## config.mk

```make
export PLATFORM = sky130hd
export DESIGN_NAME = unit_output_arbiter
export DESIGN_NICKNAME = d
export VERILOG_FILES = /design/src/rtl/unit_output_arbiter_pkg.sv /design/src/rtl/unit_output_arbiter_rr_select.sv /design/src/rtl/unit_output_arbiter.sv
export SDC_FILE = /design/constraint.sdc
export NUM_CORES = 1
export LEC_CHECK = 0
export CORE_MARGIN = 8
export CORE_UTILIZATION = 55
export DETAILED_ROUTE_END_ITERATION = 6
export DONT_BUFFER_PORTS = 1
export GPL_TIMING_DRIVEN = 0
export PLACE_DENSITY_LB_ADDON = 0.08
export SYNTH_ARGS = -nofsm -noshare
export SYNTH_HDL_FRONTEND = slang
export SYNTH_SLANG_ARGS = --single-unit
```

## constraint.sdc

```tcl
create_clock -name CLK -period 5.1 [get_ports CLK]
set_input_delay 1.02 -clock CLK [delete_from_list [all_inputs] [get_ports CLK]]
set_output_delay 1.02 -clock CLK [all_outputs]
set_load 0.02 [all_outputs]
```

## src/rtl/unit_output_arbiter_pkg.sv

```systemverilog
`default_nettype none
// ============================================================================
//  Module      : unit_output_arbiter_pkg
//  Description : Shared definitions for the unit output arbiter: FSM state
//                encodings, header length field position and the compile-time
//                checksum switch derived from UNIT_OUTPUT_CHECKSUM_EN.
//  Macro       : UNIT_OUTPUT_CHECKSUM_EN (defined -> trailing checksum word)
//  Revision    : 1.0  initial release
// ============================================================================
package unit_output_arbiter_pkg;

  // Most significant bit of the payload length field inside the header word.
  localparam int HDR_LEN_MSB = 7;

  typedef enum logic [1:0] {
    ST_IDLE = 2'd0,
    ST_HDR  = 2'd1,
    ST_DATA = 2'd2,
    ST_CSUM = 2'd3
  } state_t;

`ifdef UNIT_OUTPUT_CHECKSUM_EN
  localparam bit CSUM_EN = 1'b1;
`else
  localparam bit CSUM_EN = 1'b0;
`endif

endpackage : unit_output_arbiter_pkg
`default_nettype wire

```

## src/rtl/unit_output_arbiter_rr_select.sv

```systemverilog
`default_nettype none
// ============================================================================
//  Module      : rr_select
//  Description : Combinational round-robin priority encoder. Searches the
//                request vector starting one position after 'last', wrapping
//                modulo N_UNITS, and returns the first requester found.
//  Ports       : req       - request vector, one bit per unit
//                last      - index of the most recently served unit
//                grant_num - index of the selected unit (valid when any=1)
//                any       - at least one request is present
//  Revision    : 1.0  initial release
// ============================================================================
module rr_select #(
  parameter int N_UNITS = 4,
  parameter int SEL_W   = (N_UNITS > 1) ? $clog2(N_UNITS) : 1
) (
  input  logic [N_UNITS-1:0] req,
  input  logic [SEL_W-1:0]   last,
  output logic [SEL_W-1:0]   grant_num,
  output logic               any
);

  int w_idx;

  // Walk from the farthest candidate back to the nearest one so that the
  // closest requester after 'last' is the final (winning) assignment.
  always_comb begin
    grant_num = '0;
    w_idx     = 0;
    for (int k = N_UNITS; k >= 1; k--) begin
      w_idx = int'(last) + k;
      if (w_idx >= N_UNITS) begin
        w_idx = w_idx - N_UNITS;
      end
      if (req[SEL_W'(w_idx)]) begin
        grant_num = SEL_W'(w_idx);
      end
    end
  end

  assign any = |req;

endmodule : rr_select
`default_nettype wire

```

## src/rtl/unit_output_arbiter.sv

```systemverilog
`default_nettype none
// ============================================================================
//  Module      : unit_output_arbiter
//  Description : Merges result packets from N_UNITS first-word-fall-through
//                unit output buffers into one registered valid/ready stream.
//                Units are served round-robin; packets (header with length in
//                bits [7:0] followed by that many payload words) are forwarded
//                whole and never interleaved.
//  Macro       : UNIT_OUTPUT_CHECKSUM_EN - when defined, each packet is
//                followed by one word holding the modulo-2^WIDTH sum of its
//                header and payload words.
//  Ports       : CLK, RST_N   - clock, synchronous active-low reset
//                unit_dout    - per-unit data, unit i at [WIDTH*i +: WIDTH]
//                unit_empty   - per-unit empty flag
//                unit_rd_en   - per-unit read strobe (one-hot or zero)
//                out_data     - merged stream word (registered)
//                out_valid    - out_data holds a word
//                out_ready    - downstream accepts the word
//                busy         - a packet is in progress
//  Revision    : 1.0  initial release
// ============================================================================
module unit_output_arbiter
  import unit_output_arbiter_pkg::*;
#(
  parameter int N_UNITS = 4,
  parameter int WIDTH   = 16
) (
  input  logic                     CLK,
  input  logic                     RST_N,
  input  logic [WIDTH*N_UNITS-1:0] unit_dout,
  input  logic [N_UNITS-1:0]       unit_empty,
  output logic [N_UNITS-1:0]       unit_rd_en,
  output logic [WIDTH-1:0]         out_data,
  output logic                     out_valid,
  input  logic                     out_ready,
  output logic                     busy
);

  localparam int                c_SEL_W     = (N_UNITS > 1) ? $clog2(N_UNITS) : 1;
  localparam logic [c_SEL_W-1:0] c_LAST_INIT = c_SEL_W'(N_UNITS - 1);

  state_t                 r_state;
  state_t                 w_state_nxt;
  logic [c_SEL_W-1:0]     r_sel;
  logic [c_SEL_W-1:0]     r_last;
  logic [c_SEL_W-1:0]     w_grant;
  logic                   w_any;
  logic [N_UNITS-1:0]     w_req;
  logic [HDR_LEN_MSB:0]   r_cnt;
  logic [HDR_LEN_MSB:0]   w_hdr_len;
  logic [WIDTH-1:0]       r_out_data;
  logic                   r_out_valid;
  logic [WIDTH-1:0]       w_src_data;
  logic [WIDTH-1:0]       w_load_data;
  logic                   w_src_ready;
  logic                   w_slot_free;
  logic                   w_mv;
  logic                   w_csum_mv;
  logic                   w_load;
  logic                   w_pkt_end;

  assign w_req = ~unit_empty;

  rr_select #(
    .N_UNITS (N_UNITS),
    .SEL_W   (c_SEL_W)
  ) u_rr_select (
    .req       (w_req),
    .last      (r_last),
    .grant_num (w_grant),
    .any       (w_any)
  );

  assign w_src_data  = unit_dout[int'(r_sel)*WIDTH +: WIDTH];
  assign w_src_ready = ~unit_empty[r_sel];
  assign w_hdr_len   = w_src_data[HDR_LEN_MSB:0];

  // The output register can take a word when empty or being drained now.
  assign w_slot_free = ~r_out_valid | out_ready;

  // Gated by RST_N so no upstream word is popped while reset is asserted.
  assign w_mv = RST_N & w_src_ready & w_slot_free &
                ((r_state == ST_HDR) | (r_state == ST_DATA));

  assign w_pkt_end = w_mv & (((r_state == ST_HDR)  & (w_hdr_len == '0)) |
                             ((r_state == ST_DATA) & (r_cnt == 8'd1)));

`ifdef UNIT_OUTPUT_CHECKSUM_EN
  logic [WIDTH-1:0] r_acc;

  always_ff @(posedge CLK) begin
    if (!RST_N || r_state == ST_IDLE) begin
      r_acc <= '0;
    end else if (w_mv) begin
      r_acc <= r_acc + w_src_data;
    end
  end

  assign w_csum_mv   = RST_N & (r_state == ST_CSUM) & w_slot_free;
  assign w_load_data = (r_state == ST_CSUM) ? r_acc : w_src_data;
`else
  assign w_csum_mv   = 1'b0;
  assign w_load_data = w_src_data;
`endif

  assign w_load = w_mv | w_csum_mv;

  // Next state and read strobe.
  always_comb begin
    w_state_nxt = r_state;
    unit_rd_en  = '0;
    case (r_state)
      ST_IDLE: begin
        if (w_any) begin
          w_state_nxt = ST_HDR;
        end
      end
      ST_HDR, ST_DATA: begin
        unit_rd_en[r_sel] = w_mv;
        if (w_pkt_end) begin
          w_state_nxt = CSUM_EN ? ST_CSUM : ST_IDLE;
        end else if (w_mv && r_state == ST_HDR) begin
          w_state_nxt = ST_DATA;
        end
      end
      ST_CSUM: begin
        if (w_slot_free) begin
          w_state_nxt = ST_IDLE;
        end
      end
      default: begin
        w_state_nxt = ST_IDLE;
      end
    endcase
  end

  always_ff @(posedge CLK) begin
    if (!RST_N) begin
      r_state     <= ST_IDLE;
      r_sel       <= '0;
      r_last      <= c_LAST_INIT;
      r_cnt       <= '0;
      r_out_data  <= '0;
      r_out_valid <= 1'b0;
    end else begin
      r_state <= w_state_nxt;

      if (r_state == ST_IDLE && w_any) begin
        r_sel <= w_grant;
      end

      if (w_pkt_end) begin
        r_last <= r_sel;
      end

      if (w_mv) begin
        if (r_state == ST_HDR) begin
          r_cnt <= w_hdr_len;
        end else begin
          r_cnt <= r_cnt - 8'd1;
        end
      end

      // A load wins over an accept, so load+accept keeps valid high.
      if (w_load) begin
        r_out_data  <= w_load_data;
        r_out_valid <= 1'b1;
      end else if (out_ready) begin
        r_out_valid <= 1'b0;
      end
    end
  end

  assign out_data  = r_out_data;
  assign out_valid = r_out_valid;
  assign busy      = (r_state != ST_IDLE);

endmodule : unit_output_arbiter
`default_nettype wire

```

==> impl_summary.log <==
[metrics] status: completed
[metrics] clock tree root buffer cell: clkbuf_8
[metrics] Area growth syn-to-layout: 8.669%
[metrics] number of max-cap violations: 0
[metrics] worst slack at placement: 1.477 ns
[metrics] total gr overflow: 0
[metrics] share of layout cells above drive strength 1: 14.77%
[metrics] aggregate routed wire length: 5797 um
[metrics] floorplan core area: 3633 um^2
[metrics] Via-to-Cell Ratio: 6.298
[metrics] Post-Syn Area per Cell: 8.950 um^2
[metrics] maximum resistive drop on vdd: 0.1931 mV
[metrics] Post-Synthesis Cell Area: 2049 um^2
[metrics] Critical path origin: unit_empty[3]
[metrics] number of standard cells after synthesis: 229
[metrics] post-route DRC violation count: 0
[metrics] Core Util, Final: 61.29%
[metrics] Antenna Cells: 0
[metrics] Cell variety after synth: 41
[metrics] Final #Nets: 313
[metrics] aggregate negative setup slack: 0 ns
[metrics] type of the worst setup path: primary input to primary output
[metrics] clock latency of the later-clocked register in the worst-skew pair: 0.29 ns
[metrics] largest net degree at the start of global routing: 11
[metrics] number of buffers inserted during clock tree synthesis: 5
[metrics] final hold violations: 0
[metrics] Lkg Pwr: 0.8012 nW
[metrics] number of slew-limit violations in the final report: 0
[metrics] setup slack of the critical path after layout: 1.458 ns
[metrics] DRT iter0 DRCs: 97
[metrics] critical hold path startpoint: r_state[0]
[metrics] cell type with the highest aggregate area in the netlist: dfxtp_1
[metrics] Post-Synthesis Net Count: 306
[metrics] number of setup violations in the final report: 0
[metrics] router iterations before antenna repair: 4
[metrics] vias in the first global route: 1,933
[metrics] Achievable Freq: 274.6 MHz
[metrics] starting density of the core: 56.40%
[metrics] Buffers on Ports: 0
[metrics] Worst-path clk slew: 0.07 ns
[metrics] sort of element at the end of the critical path: primary output
[metrics] unrepaired setup endpoints after global routing: no
[metrics] worst-path maximum fanout: 10
[metrics] cts hold-fix bufs: 0
[metrics] number of H-tree levels: 2
[metrics] Clock Skews: 0.004842 ns
[metrics] ranking of synthesized cells by area: dfxtp_1, mux4_2, nand2_1, a21boi_0, ha_1
[metrics] GRT Overall Usage: 19.87%
[metrics] Avg WL per Cell: 20.34 um
[metrics] Layout fillers: 345
[metrics] DRT antenna net count: 0
[metrics] wire length of the first global-routing pass: 9632 um
[metrics] number of antenna violations at the first check in global routing: 0
[metrics] overall die height: 77.05 um
[metrics] via total after detailed routing: 1,795
[metrics] critical path data required time: 4.08 ns
[metrics] flops & latches, synth: 31
[metrics] half-perimeter wire length after placement: 4696 um
[metrics] synth warn: 0
[metrics] start of the worst register-to-register path: r_sel[1]
[metrics] worst path arrival time: 2.62 ns
[metrics] die outline width: 77.05 um
[metrics] Slew @ Worst Pin: 0.9168 ns
[metrics] final period utilization: 71.42%
[metrics] cell row count: 22
[metrics] critical path launch point type: primary input
[metrics] clock period minus final worst setup slack: 3.642 ns
[metrics] num ports: 93
[metrics] sequential cell area fraction in the yosys report: 30.28%
[metrics] cell area power density: 410.3 nW/um^2
[metrics] worst relative slew slack: 38.32%
[metrics] number of sinks driven by the clock tree: 31
[metrics] area share of the largest cell type after synthesis: 30.28%
[metrics] HP Class: flip-flop to flip-flop
[metrics] PostCTS Resize Cnt: 0
[metrics] clock tree from TritonCTS: built
[metrics] die footprint: 5936 um^2
[metrics] weighted congestion at the end of routability-driven global placement: 0.8580
[metrics] Post-CTS Setup Bufs: 0
[metrics] maximum clock path buffer count: 2
## final cells by class
class                           instances  area [um^2]  area share [%]
Multi-Input combinational cell        174         1306           58.65
Tap cell                               48        60.06           2.697
Sequential cell                        31        620.6           27.87
Inverter                                9        33.78           1.517
Clock buffer                            6        82.58           3.708
Clock inverter                          2        35.03           1.573
Buffer                                 15        88.84           3.989
## report_power, final
part | switching [W] | internal [W]
registers | 0.0000449 | 0.000273
clock network | 0.0000954 | 0.000158
logic | 0.000195 | 0.000147
## metrics by stage
| step | area, um^2 | total power [W] | hold WS (ns) | cells |
|---|---|---|---|---|
| after floorplan | 2049 | 0.0005920 | 0.4688 | 229 |
| after global placement | 2110 | 0.0006493 | 0.4832 | 277 |
| after detailed placement | 2110 | 0.0006641 | 0.5098 | 277 |
| after CTS | 2227 | 0.0009160 | 0.5209 | 285 |
| after global routing | 2227 | 0.0009706 | 0.5465 | 285 |
| final | 2227 | 0.0009138 | 0.5151 | 285 |
## layout by cell type (no fill, tap or decap), types with 2 or more instances in the layout
cell type	n
nand2b_1	2
a21boi_0	17
or3_1	2
nand2_1	45
buf_2	2
nor3_2	2
ha_1	6
a31oi_1	2
clkbuf_1	7
a21oi_1	8
nand3_1	4
nand4_1	2
o21ai_1	6
o21ai_0	9
and2_1	7
mux4_1	2
o211a_1	2
and3_1	3
clkbuf_8	6
inv_1	9
dfxtp_1	31
o21a_1	4
buf_6	4
buf_1	2
nor2b_1	2
a32oi_1	3
mux4_2	15
nor2_1	14
nor3_1	4
## critical path, cell delays in order
cell and delay, ns:
mux4_2 0.47, nor3_2 0.49, buf_2 0.32, and3_1 0.32
## cells by family (layout without fill, tap and decap cells)
logic type	after synthesis	after routing	synth area share (%)
simple gates	91	91	21.00
compound gates	58	58	18.99
flops	31	31	30.28
buf+inv	24	32	5.983
mux	19	19	20.09
fa+ha+maj	6	6	3.663
## state kept, by name, summed over array words and instances, names as in the netlist
register	cells
out_data	16
r_cnt	8
r_last	2
r_sel	2
r_state	2
out_valid	1
## synthesized netlist by cell type
library cell and count:
nor4_1 1, and4_1 1, a31oi_1 2, dfxtp_1 31
a21oi_2 1, o211a_1 2, mux4_1 2, a211oi_2 1
clkbuf_1 7, mux2_2 1, ha_1 6, inv_1 9
a211oi_1 1, nand2_1 45, mux2i_1 1, a21oi_1 8
mux4_2 15, a21o_1 1, o21a_1 4, nor2b_1 2
a22oi_1 1, nand2b_1 2, nor4_2 1, a32oi_1 3
nand4b_1 1, and3_1 3, o211ai_1 1, o21ai_0 9
buf_1 2, buf_2 2, and2_1 7, a21boi_0 17
buf_6 4, o21ai_1 6, nand4_1 2, or3_1 2
o22ai_1 1, nor3_1 4, nor3_2 2, nor2_1 14
nand3_1 4
## per-layer routing
metal | GRT usage, % | up-vias | wire length, um
li1 | - | 838 | -
met1 | 20.67 | 860 | 2264
met2 | 35.09 | 84 | 2910
met3 | 8.159 | 13 | 502
met4 | 6.981 | 0 | 119
met5 | 0 | - | 0
## path summary, 6_finish.rpt
check	cells after the start	slack (ns)	to
max reg2reg	6	2.80	r_last[1]
min reg2reg	2	0.52	r_state[0]
max	4	1.46	unit_rd_en[1]
min	2	0.52	r_state[0]
No activity file was read; power rests on OpenSTA's default activity.
